==> src/rtl/blur_pkg.sv <==
// Shared types and constants for the blur sequencer.
// State encoding, error codes and the window matrix type.
package blur_pkg;

    localparam int MAX_KERNEL = 7;

    typedef enum logic [2:0] {
        ST_NO_KERNEL,
        ST_BUILD,
        ST_READY,
        ST_COMPUTE,
        ST_OUTPUT,
        ST_ERROR
    } state_t;

    localparam logic [1:0] ERR_NONE    = 2'd0;
    localparam logic [1:0] ERR_BUILD   = 2'd1;
    localparam logic [1:0] ERR_TIMEOUT = 2'd2;
    localparam logic [1:0] ERR_SIZE    = 2'd3;

    typedef logic [MAX_KERNEL-1:0][MAX_KERNEL-1:0][7:0] win_t;

endpackage

==> src/rtl/blur_sequencer_if.sv <==
// Window and pixel handshakes of the blur sequencer.
// master: front end / writeback side, slave: the sequencer.
interface blur_sequencer_if #(
    parameter int N = 7
);
    logic                       win_valid;
    logic                       win_ready;
    logic [N-1:0][N-1:0][7:0]   win_matrix;
    logic                       pix_valid;
    logic                       pix_ready;
    logic [7:0]                 pix_data;

    modport master (
        output win_valid, win_matrix, pix_ready,
        input  win_ready, pix_valid, pix_data
    );

    modport slave (
        input  win_valid, win_matrix, pix_ready,
        output win_ready, pix_valid, pix_data
    );
endinterface

==> src/rtl/blur_watchdog.sv <==
// Timeout counter: cleared on wait entry, counts while enabled,
// and flags expiry on the last allowed cycle of the wait.
module blur_watchdog #(
    parameter int LIMIT = 1024
) (
    input  logic clk,
    input  logic n_rst,
    input  logic clear,
    input  logic enable,
    output logic expire
);
    localparam int CW = $clog2(LIMIT + 1);

    logic [CW-1:0] count;

    assign expire = enable && (count == CW'(LIMIT - 1));

    // Count cycles spent waiting; clear wins over enable.
    always_ff @(posedge clk or negedge n_rst) begin
        if (!n_rst) begin
            count <= '0;
        end else if (clear) begin
            count <= '0;
        end else if (enable && !expire) begin
            count <= count + CW'(1);
        end
    end
endmodule

==> src/rtl/blur_sequencer.sv <==
// Gaussian blur controller: sequences kernel builds and
// one-window-at-a-time convolutions with a watchdog.
module blur_sequencer #(
    parameter int MAX_KERNEL     = 7,
    parameter int KW             = $clog2(MAX_KERNEL),
    parameter int TIMEOUT_CYCLES = 1024
) (
    input  logic                      clk,
    input  logic                      n_rst,
    input  logic                      cfg_valid,
    input  logic [2:0]                cfg_sigma,
    input  logic [KW-1:0]             cfg_kernel_size,
    blur_sequencer_if.slave           bus,
    output logic                      kb_start,
    input  logic                      kb_done,
    input  logic                      kb_err,
    output logic [2:0]                kb_sigma,
    output logic [KW-1:0]             kb_kernel_size,
    output logic                      ck_start,
    input  logic                      ck_done,
    input  logic [7:0]                ck_pixel,
    output logic [MAX_KERNEL-1:0][MAX_KERNEL-1:0][7:0] ck_matrix,
    output logic [KW-1:0]             ck_kernel_size,
    output logic                      ck_clear,
    output logic                      busy,
    output logic [1:0]                err_code,
    output logic [15:0]               pix_count
);
    import blur_pkg::*;

    typedef logic [MAX_KERNEL-1:0][MAX_KERNEL-1:0][7:0] mat_t;

    state_t        state_q, state_d;
    logic [2:0]    sig_q, sig_d, psig_q, psig_d;
    logic [KW-1:0] size_q, size_d, psize_q, psize_d;
    logic          pend_q, pend_d;
    logic          kb_start_q, kb_start_d;
    logic          ck_clear_q, ck_clear_d;
    logic          ck_start_q, ck_start_d;
    logic          pix_valid_q, pix_valid_d;
    logic [7:0]    pix_data_q, pix_data_d;
    mat_t          mat_q, mat_d;
    logic [15:0]   cnt_q, cnt_d;
    logic [1:0]    err_q, err_d;

    logic          load;
    logic [2:0]    ld_sig;
    logic [KW-1:0] ld_size;
    logic          eff_pend;
    logic [2:0]    eff_sig;
    logic [KW-1:0] eff_size;
    logic          wd_clear, wd_en, wd_expire;

    function automatic logic size_ok(input logic [KW-1:0] s);
        return s[0] && (s >= KW'(3)) && (int'(s) <= MAX_KERNEL);
    endfunction

    assign wd_en = (state_q == ST_BUILD) || (state_q == ST_COMPUTE);

    blur_watchdog #(
        .LIMIT (TIMEOUT_CYCLES)
    ) u_wd (
        .clk    (clk),
        .n_rst  (n_rst),
        .clear  (wd_clear),
        .enable (wd_en),
        .expire (wd_expire)
    );

    assign bus.win_ready  = (state_q == ST_READY);
    assign bus.pix_valid  = pix_valid_q;
    assign bus.pix_data   = pix_data_q;
    assign busy           = !((state_q == ST_READY) ||
                              (state_q == ST_NO_KERNEL));
    assign kb_start       = kb_start_q;
    assign kb_sigma       = sig_q;
    assign kb_kernel_size = size_q;
    assign ck_start       = ck_start_q;
    assign ck_clear       = ck_clear_q;
    assign ck_matrix      = mat_q;
    assign ck_kernel_size = size_q;
    assign err_code       = err_q;
    assign pix_count      = cnt_q;

    // Next state and next register values; a config load is
    // resolved last so every state shares the same rebuild path.
    always_comb begin
        state_d     = state_q;
        sig_d       = sig_q;
        size_d      = size_q;
        psig_d      = psig_q;
        psize_d     = psize_q;
        pend_d      = pend_q;
        kb_start_d  = 1'b0;
        ck_clear_d  = 1'b0;
        ck_start_d  = 1'b0;
        pix_valid_d = pix_valid_q;
        pix_data_d  = pix_data_q;
        mat_d       = mat_q;
        cnt_d       = cnt_q;
        err_d       = err_q;
        wd_clear    = 1'b0;
        load        = 1'b0;
        ld_sig      = cfg_sigma;
        ld_size     = cfg_kernel_size;
        eff_pend    = pend_q || cfg_valid;
        eff_sig     = cfg_valid ? cfg_sigma : psig_q;
        eff_size    = cfg_valid ? cfg_kernel_size : psize_q;

        if (cfg_valid) begin
            pend_d  = 1'b1;
            psig_d  = cfg_sigma;
            psize_d = cfg_kernel_size;
        end

        unique case (state_q)
            ST_NO_KERNEL, ST_ERROR: begin
                if (cfg_valid) load = 1'b1;
            end
            ST_READY: begin
                if (cfg_valid) begin
                    load = 1'b1;
                end else if (bus.win_valid) begin
                    mat_d      = bus.win_matrix;
                    ck_start_d = 1'b1;
                    wd_clear   = 1'b1;
                    state_d    = ST_COMPUTE;
                end
            end
            ST_BUILD: begin
                if (kb_done) begin
                    if (kb_err) begin
                        state_d = ST_ERROR;
                        err_d   = ERR_BUILD;
                        pend_d  = 1'b0;
                    end else if (eff_pend) begin
                        load    = 1'b1;
                        ld_sig  = eff_sig;
                        ld_size = eff_size;
                    end else begin
                        state_d = ST_READY;
                    end
                end else if (wd_expire) begin
                    state_d = ST_ERROR;
                    err_d   = ERR_TIMEOUT;
                    pend_d  = 1'b0;
                end
            end
            ST_COMPUTE: begin
                if (ck_done) begin
                    pix_data_d  = ck_pixel;
                    pix_valid_d = 1'b1;
                    cnt_d       = cnt_q + 16'd1;
                    state_d     = ST_OUTPUT;
                end else if (wd_expire) begin
                    state_d = ST_ERROR;
                    err_d   = ERR_TIMEOUT;
                    pend_d  = 1'b0;
                end
            end
            ST_OUTPUT: begin
                if (bus.pix_ready) begin
                    pix_valid_d = 1'b0;
                    if (eff_pend) begin
                        load    = 1'b1;
                        ld_sig  = eff_sig;
                        ld_size = eff_size;
                    end else begin
                        state_d = ST_READY;
                    end
                end
            end
            default: state_d = ST_NO_KERNEL;
        endcase

        if (load) begin
            pend_d = 1'b0;
            sig_d  = ld_sig;
            size_d = ld_size;
            if (!size_ok(ld_size)) begin
                state_d = ST_ERROR;
                err_d   = ERR_SIZE;
            end else begin
                state_d    = ST_BUILD;
                kb_start_d = 1'b1;
                ck_clear_d = 1'b1;
                cnt_d      = '0;
                err_d      = ERR_NONE;
                wd_clear   = 1'b1;
            end
        end
    end

    // State and datapath registers; reset drops any pending config.
    always_ff @(posedge clk or negedge n_rst) begin
        if (!n_rst) begin
            state_q     <= ST_NO_KERNEL;
            sig_q       <= 3'd1;
            size_q      <= KW'(3);
            psig_q      <= '0;
            psize_q     <= '0;
            pend_q      <= 1'b0;
            kb_start_q  <= 1'b0;
            ck_clear_q  <= 1'b0;
            ck_start_q  <= 1'b0;
            pix_valid_q <= 1'b0;
            pix_data_q  <= '0;
            mat_q       <= '0;
            cnt_q       <= '0;
            err_q       <= ERR_NONE;
        end else begin
            state_q     <= state_d;
            sig_q       <= sig_d;
            size_q      <= size_d;
            psig_q      <= psig_d;
            psize_q     <= psize_d;
            pend_q      <= pend_d;
            kb_start_q  <= kb_start_d;
            ck_clear_q  <= ck_clear_d;
            ck_start_q  <= ck_start_d;
            pix_valid_q <= pix_valid_d;
            pix_data_q  <= pix_data_d;
            mat_q       <= mat_d;
            cnt_q       <= cnt_d;
            err_q       <= err_d;
        end
    end
endmodule

==> src/flat_wrapper.sv <==
// flat-port wrapper written by rule: the top's interface ports become plain ports
module blur_sequencer_flat import blur_pkg::*;
#(
    parameter int MAX_KERNEL     = 7,
    parameter int KW             = $clog2(MAX_KERNEL),
    parameter int TIMEOUT_CYCLES = 1024
)
  (clk, n_rst, cfg_valid, cfg_sigma, cfg_kernel_size, kb_start, kb_done, kb_err, kb_sigma, kb_kernel_size, ck_start, ck_done, ck_pixel, ck_matrix, ck_kernel_size, ck_clear, busy, err_code, pix_count, bus_win_valid, bus_win_matrix, bus_pix_ready, bus_win_ready, bus_pix_valid, bus_pix_data);
  blur_sequencer_if #(.N((7))) bus_i ();
  input  logic clk;
  input  logic n_rst;
  input  logic cfg_valid;
  input  logic [2:0] cfg_sigma;
  input  logic [KW-1:0] cfg_kernel_size;
  output logic kb_start;
  input  logic kb_done;
  input  logic kb_err;
  output logic [2:0] kb_sigma;
  output logic [KW-1:0] kb_kernel_size;
  output logic ck_start;
  input  logic ck_done;
  input  logic [7:0] ck_pixel;
  output logic [MAX_KERNEL-1:0][MAX_KERNEL-1:0][7:0] ck_matrix;
  output logic [KW-1:0] ck_kernel_size;
  output logic ck_clear;
  output logic busy;
  output logic [1:0] err_code;
  output logic [15:0] pix_count;
  input wire logic [$bits(bus_i.win_valid)-1:0] bus_win_valid;
  input wire logic [$bits(bus_i.win_matrix)-1:0] bus_win_matrix;
  input wire logic [$bits(bus_i.pix_ready)-1:0] bus_pix_ready;
  output wire logic [$bits(bus_i.win_ready)-1:0] bus_win_ready;
  output wire logic [$bits(bus_i.pix_valid)-1:0] bus_pix_valid;
  output wire logic [$bits(bus_i.pix_data)-1:0] bus_pix_data;
  assign bus_i.win_valid = bus_win_valid;
  assign bus_i.win_matrix = bus_win_matrix;
  assign bus_i.pix_ready = bus_pix_ready;
  assign bus_win_ready = bus_i.win_ready;
  assign bus_pix_valid = bus_i.pix_valid;
  assign bus_pix_data = bus_i.pix_data;
  blur_sequencer #(.MAX_KERNEL(MAX_KERNEL), .KW(KW), .TIMEOUT_CYCLES(TIMEOUT_CYCLES)) u_core (.clk(clk), .n_rst(n_rst), .cfg_valid(cfg_valid), .cfg_sigma(cfg_sigma), .cfg_kernel_size(cfg_kernel_size), .bus(bus_i), .kb_start(kb_start), .kb_done(kb_done), .kb_err(kb_err), .kb_sigma(kb_sigma), .kb_kernel_size(kb_kernel_size), .ck_start(ck_start), .ck_done(ck_done), .ck_pixel(ck_pixel), .ck_matrix(ck_matrix), .ck_kernel_size(ck_kernel_size), .ck_clear(ck_clear), .busy(busy), .err_code(err_code), .pix_count(pix_count));
endmodule
==> config.mk <==
export PLATFORM = sky130hd
export DESIGN_NAME = blur_sequencer_flat
export DESIGN_NICKNAME = d
export VERILOG_FILES = /design/src/rtl/blur_pkg.sv /design/src/rtl/blur_sequencer_if.sv /design/src/rtl/blur_watchdog.sv /design/src/rtl/blur_sequencer.sv /design/src/flat_wrapper.sv
export SDC_FILE = /design/constraint.sdc
export NUM_CORES = 1
export LEC_CHECK = 0
export BUFFER_PORTS_ARGS = -buffer_cell sky130_fd_sc_hd__buf_2
export CAP_MARGIN = 30
export CORE_AREA = 2 2 325 327
export CTS_CLUSTER_SIZE = 24
export DETAILED_ROUTE_END_ITERATION = 7
export DIE_AREA = 0 0 327 329
export HOLD_SLACK_MARGIN = 0.1
export PLACE_DENSITY = 0.45
export SYNTH_ARGS = -nofsm -noshare
export SYNTH_HDL_FRONTEND = slang
export SYNTH_HIERARCHICAL = 1
export SYNTH_SLANG_ARGS = --single-unit
==> constraint.sdc <==
create_clock -name clk -period 2.8 [get_ports clk]
set_clock_uncertainty 0.05 [all_clocks]
set_input_delay 0.56 -clock clk [delete_from_list [all_inputs] [get_ports clk]]
set_output_delay 0.56 -clock clk [all_outputs]
set_load 0.005 [all_outputs]
======== Word-level counts from Yosys, hierarchy flattened ========
Cells that the tools add are included.
word-level totals
  register bits ........................... 448
  input port bits ......................... 414
  output and inout port bits .............. 433
  logic and storage cells ................. 158
cells by class
  add/sub/neg operators ................... 2
  magnitude comparators ................... 1
  equal/unequal tests ..................... 14
  mux-type cells .......................... 59
  bitwise logic cells ..................... 1
  reduce and logical (&&, ||, !) cells .... 19
operators with widths
  operator                                                               count
  16-bit two-way mux                                                     4
  3-bit two-way mux                                                      20
  11-bit two-way mux                                                     2
  1-bit two-way mux                                                      20
  16-bit by 1-bit adder with 16-bit output, second input constant        1
  3-bit case mux with 5 select lines                                     1
  2-bit two-way mux                                                      6
  3-bit by 2-bit != test with 1-bit output, second input constant        4
  3-bit case mux with 2 select lines                                     2
  11-bit by 1-bit adder with 11-bit output, second input constant        1
  11-bit by 10-bit == test with 1-bit output, second input constant      1
  3-bit AND reduction                                                    3
  3-bit by 2-bit == test with 1-bit output, second input constant        2
  3-bit == test, second input constant                                   2
  2-bit != test, second input constant                                   2
  4-bit by 3-bit != test with 1-bit output, second input constant        1
  1-bit case mux with 2 select lines                                     2
  2-bit case mux with 2 select lines                                     1
  4-bit AND reduction                                                    1
  2-bit nonzero test                                                     2
  3-bit by 1-bit == test with 1-bit output, second input constant        1
  3-bit by 2-bit >= comparator with 1-bit output, second input constant  1
  1-bit logical AND                                                      3
  3-bit zero test                                                        1
  9 further kinds                                                        12

======== Depth between registers and ports, before layout ========
  depth in word-level cells ............... 10
  mapped depth ............................ 9
  mapped depth without buffers ............ 7

======== Modules after synthesis ========
The synthesis kept the hierarchy.
by module, submodules not included
  module          times used  cells each  area an instance (µm²)  sequential area each (µm²)
  blur_sequencer  1           1064        16742.3                 10939.2
  blur_watchdog   1           66          673.1                   275.3

======== Worst setup path after synthesis ========
Ideal clock, no wire load.
  path kind ............................... in2reg
  from .................................... input kb_err
  to ...................................... register u_core.u_wd.count[1]
  setup time .............................. 0.122 ns
  data arrival time ....................... 2.324 ns
  data required time ...................... 2.628 ns
  setup slack ............................. 0.304 ns
  stages on the path ...................... 8
  path buffers ............................ 1
  path through ............................ nand4bb_1 > a211oi_4 > a22oi_2 > nand2b_1 > clkbuf_1 > inv_1 > and3_1 > a32o_1
between the ends
  longest elaborated chain between the ends .. 8
  elaborated cells on any way between the ends .. 12
  classes of those cells .................. order compare: 1; mux: 9; reduce/logical: 2
RTL lines
  element                                                          RTL line               RTL
  from (decl)                                                      flat_wrapper.sv:17     input logic kb_err;
  3-bit two-way mux                                                blur_sequencer.sv:132  if (kb_err) begin
  3-bit two-way mux                                                blur_sequencer.sv:131  if (kb_done) begin
  3-bit case mux with 2 select lines                               blur_sequencer.sv:116  unique case (state_q)
  3-bit by 2-bit >= comparator with 1-bit output                   blur_sequencer.sv:55   return s[0] && (s >= KW'(3)) && (int'(s) <= MAX_KERNEL);
  1-bit logical AND                                                blur_sequencer.sv:55
  1-bit two-way mux                                                blur_sequencer.sv:180  if (!size_ok(ld_size)) begin
  1-bit two-way mux (*)                                            blur_sequencer.sv:176  if (load) begin
  net u_core.wd_clear                                              blur_sequencer.sv:52   logic wd_clear, wd_en, wd_expire;
  11-bit two-way mux / 2-bit nonzero test (equally long branches)  n/a
  to (signal assigned)                                             blur_watchdog.sv:25    count <= count + CW'(1);
  to (decl)                                                        blur_watchdog.sv:14    logic [CW-1:0] count;
The timed path passes the listed nets; every way through them passes the cells marked *.
A chain may end at the register's enable or synchronous reset.

======== Final worst setup path ========
  from .................................... register u_core.state_q[0]
  to ...................................... output bus_win_ready
between the ends
  longest elaborated chain between the ends .. 1
RTL lines
  element                                   RTL line               RTL
  from (decl)                               blur_sequencer.sv:33   state_t state_q, state_d;
  from (signal assigned)                    blur_sequencer.sv:212  state_q <= state_d;
  3-bit by 2-bit == test with 1-bit output  blur_sequencer.sv:70   assign bus.win_ready = (state_q == ST_READY);
  to (decl)                                 flat_wrapper.sv:32     output wire logic [$bits(bus_i.win_ready)-1:0] bus_win_ready;
Every way passes these cells.

==> out/metrics.yaml <==
run_status: "completed"
worst_reg_to_reg_path_cell_count: 6
cp_data_arrival_time_ns: 1.74
layout.cells.most_common_list: "845 x buf_2, 445 x dfrtp_1, 400 x mux2_2"
routabilityCongestion: 0.856
critPathLaunch: "u_core/state_q[0]"
vdd_ir_drop_max_mv: 0.556
ff2ff_setup_slack_ns: 0.55
max_stage_delay_ns: 0.44
max-clock-path-buffers: 3
ys_dominant_reg_cell: "dfrtp_1"
worstPathCellList: "buf_4 -> nor2_1 -> inv_1 -> nor2_1 -> buf_2"
crit_fanout: 8
synth-async-reset-ratio: 1.00
wl_per_cell_um: 16.5
post_synth.cell_area_avg_um2: 15.4
maxCapViolations: 0
critical_path.endpoint_type: "primary output"
setup_violations_final: 0
synthesis.nets: 1546
filler_cell_count: 10800
cpMaxStageDelayCell: "dfrtp_1"
drt_first_pass_iters: 4
most_common_cell_after_layout_fill_and_taps_aside: "buf_2"
worstSetupStartpointType: "register"
setup_tns_ns: 0
postCtsSetupRepairBufs: 0
cts_max_level: 2
critical-path-top-delay-family: "flip-flops"
finalHoldViolations: 0
timing_endpoint_of_the_critical_path: "bus_win_ready"
grt_antenna_before_repair: 8
hold_path.class: "input port to register"
post-dp-hpwl_um: 47900
dr_total_vias: 14300
design.final.nets: 2816
number_of_global_route_vias_before_repair: 15700
global_route_wire_length_before_repair_um: 93600
post-route-min-period_ns: 2.35
design.die.area_mm2: 0.108
synth_edf_count: 0
final_min_period_over_clock_period: 0.838
port_buffers: 846
vias_per_cell: 3.74
criticalPathCategory: "register to primary output"
insertedDiodeCount: 0
grt_util_met3: 0.0316
grt.overflow.total: 0
fp.dieH_um: 329
power_density_mw_per_mm2: 619
ys_seq_elements: 448
synth.distinct_cells: 62
path_common_cell: "nor2_1"
grt_setup_unrepaired: "no"
groute.layer.met1.usage: 0.127
clock_sink_count: 448
worst-slew-pin-transition_ns: 0.782
initial_core_utilization: 0.167
yosysTopAreaCellShare: 0.639
aggregate_global_route_resource_usage: 0.112
wl_um: 63200
first_iter_violations: 477
slew_headroom: 0.479
post-synth-top-area-cell: "dfrtp_1"
route.detailed.drc: 0
worst_r2r_endpoint: "u_core/ck_matrix[364]"
grt_start_max_net_pins: 76
worstReg2RegStart: "u_core/state_q[0]"
drive_gt1_frac: 0.578
design.core.area_mm2: 0.104
synth_seq_area_share: 0.644
clkTransAtPathRegs_ns: 0.06
max_clock_freq_ghz: 0.426
post_synth_instance_area_mm2: 0.0174
path_depth: 5
yosys-top-cells-area: "dfrtp_1 64%, mux2_2 26%, buf_2 1.4%"
synthesis.instances: 1130
antenna_violating_nets_left: 0
num_rows: 119
synth_warnings: 6
fp.dieW_um: 327
post-layout-total-power_mw: 18.1
cp.required_ns: 2.19
p_leak_nw: 15.3
busiest_layer: "met2"
clockRootBuffer: "clkbuf_16"
slew_violations: 0
clock_insertion_delay_worst_skew_ns: 0.61
grt.met2_usage: 0.198
cts_tree: "done"
floorplan.io_pins: 847
cts-buffers-inserted: 53
syn2layout_area_growth_pct: 68.0
timing.critical_path.buf_inv: 3
[what timing repair did]
action / 4_1_cts / 5_1_grt
hold buffers: 364 / 0
endpoints found under the hold margin: 413 / 0
gates resized for setup: 0 / 0
[sequential cells by signal, summed over array words and instances (netlist names)]
signal,cells
u_core/ck_start,1
u_core/err_code,2
u_core/u_wd/count,11
u_core/ck_kernel_size,3
u_core/ck_matrix,392
u_core/psize_q,3
u_core/state_q,3
u_core/bus.pix_valid,1
u_core/ck_clear,1
u_core/psig_q,3
u_core/pix_count,16
u_core/kb_sigma,3
u_core/pend_q,1
u_core/bus.pix_data,8
[final cells by class]
| cell class | instances | area [um2] | area share |
|---|---|---|---|
| sequential | 448 | 11200 | 0.383 |
| timing repair buffer | 1278 | 8570 | 0.293 |
| multi-input combinational | 611 | 5870 | 0.200 |
| tap | 1391 | 1740 | 0.0595 |
| clock buffer | 73 | 1490 | 0.0511 |
| clock inverter | 24 | 343 | 0.0117 |
| inverter | 8 | 30.0 | 0.00103 |
[report_power, final]
part / internal, mW / total (mW) / leakage [nW] / switching [mW]
logic: 1.73 / 3.11 / 8.31 / 1.38
registers: 7.22 / 7.69 / 6.06 / 0.467
clock network: 4.47 / 7.32 / 0.895 / 2.86
total: 13.4 / 18.1 / 15.3 / 4.70
[worst min path at each step]
stage,start,endpoint,slack [ns],depth (start not counted)
global route,bus_win_matrix[4],u_core/ck_matrix[4],0.11,2
detailed placement,u_core/bus.pix_data[5],u_core/bus.pix_data[5],0.41,2
global placement,u_core/bus.pix_data[6],u_core/bus.pix_data[6],0.41,2
CTS,bus_win_matrix[157],u_core/ck_matrix[157],0.10,2
finish,bus_win_matrix[157],u_core/ck_matrix[157],0.16,2
floorplan,n_rst,u_core/bus.pix_data[0],0.21,0
[logic make-up (layout without fill, tap and decap cells)]
| logic type | after synthesis | in the layout | share of synthesized area |
|---|---|---|---|
| AO/OA/AOI/OAI | 64 | 64 | 0.0272 |
| buffers and inverters | 71 | 1383 | 0.0198 |
| flip-flops | 448 | 448 | 0.644 |
| XOR/XNOR | 10 | 10 | 0.00503 |
| multiplexers | 406 | 406 | 0.262 |
| adder cells (fa/ha/maj) | 2 | 2 | 0.00144 |
| AND/OR/NAND/NOR | 129 | 129 | 0.0405 |
[Yosys cell counts (all sizes together), types with 2 or more instances]
cell type,count
nor2,20
or3,4
nand4,11
dfstp,3
and3b,2
clkbuf,11
a211oi,6
o311ai,3
xor2,3
a31oi,2
nand2b,6
buf,52
o21bai,2
a211o,4
a221oi,2
and4,2
nor3,5
nor2b,6
o31ai,4
o21ai,12
nand3,14
or4,4
ha,2
xnor2,7
a221o,2
mux2,400
mux2i,6
o311a,2
inv,8
and3,2
o41ai,2
dfrtp,445
nor4,7
nand2,39
a21oi,12
and4b,2
[stage by stage]
stage	hold slack (ns)	setup slack, ns	cells	utilization	area, um2
3_3_place_gp	0.409	0.381	3372	0.228	23800
6_report	0.165	0.452	3833	0.280	29300
2_1_floorplan	0.214	0.304	1130	-	17400
3_5_place_dp	0.414	0.350	3372	0.228	23800
4_1_cts	0.100	0.358	3833	0.280	29300
5_1_grt	0.110	0.264	3833	0.280	29300
[routing by layer]
metal,wire length (um),vias to the layer above,share of wire
met1,24500,7086,0.39
li1,-,6594,-
met5,47,-,0.00074
met2,32300,548,0.51
met4,2030,6,0.032
met3,4360,106,0.069
Note: power is estimated with default switching activity, not from simulation.
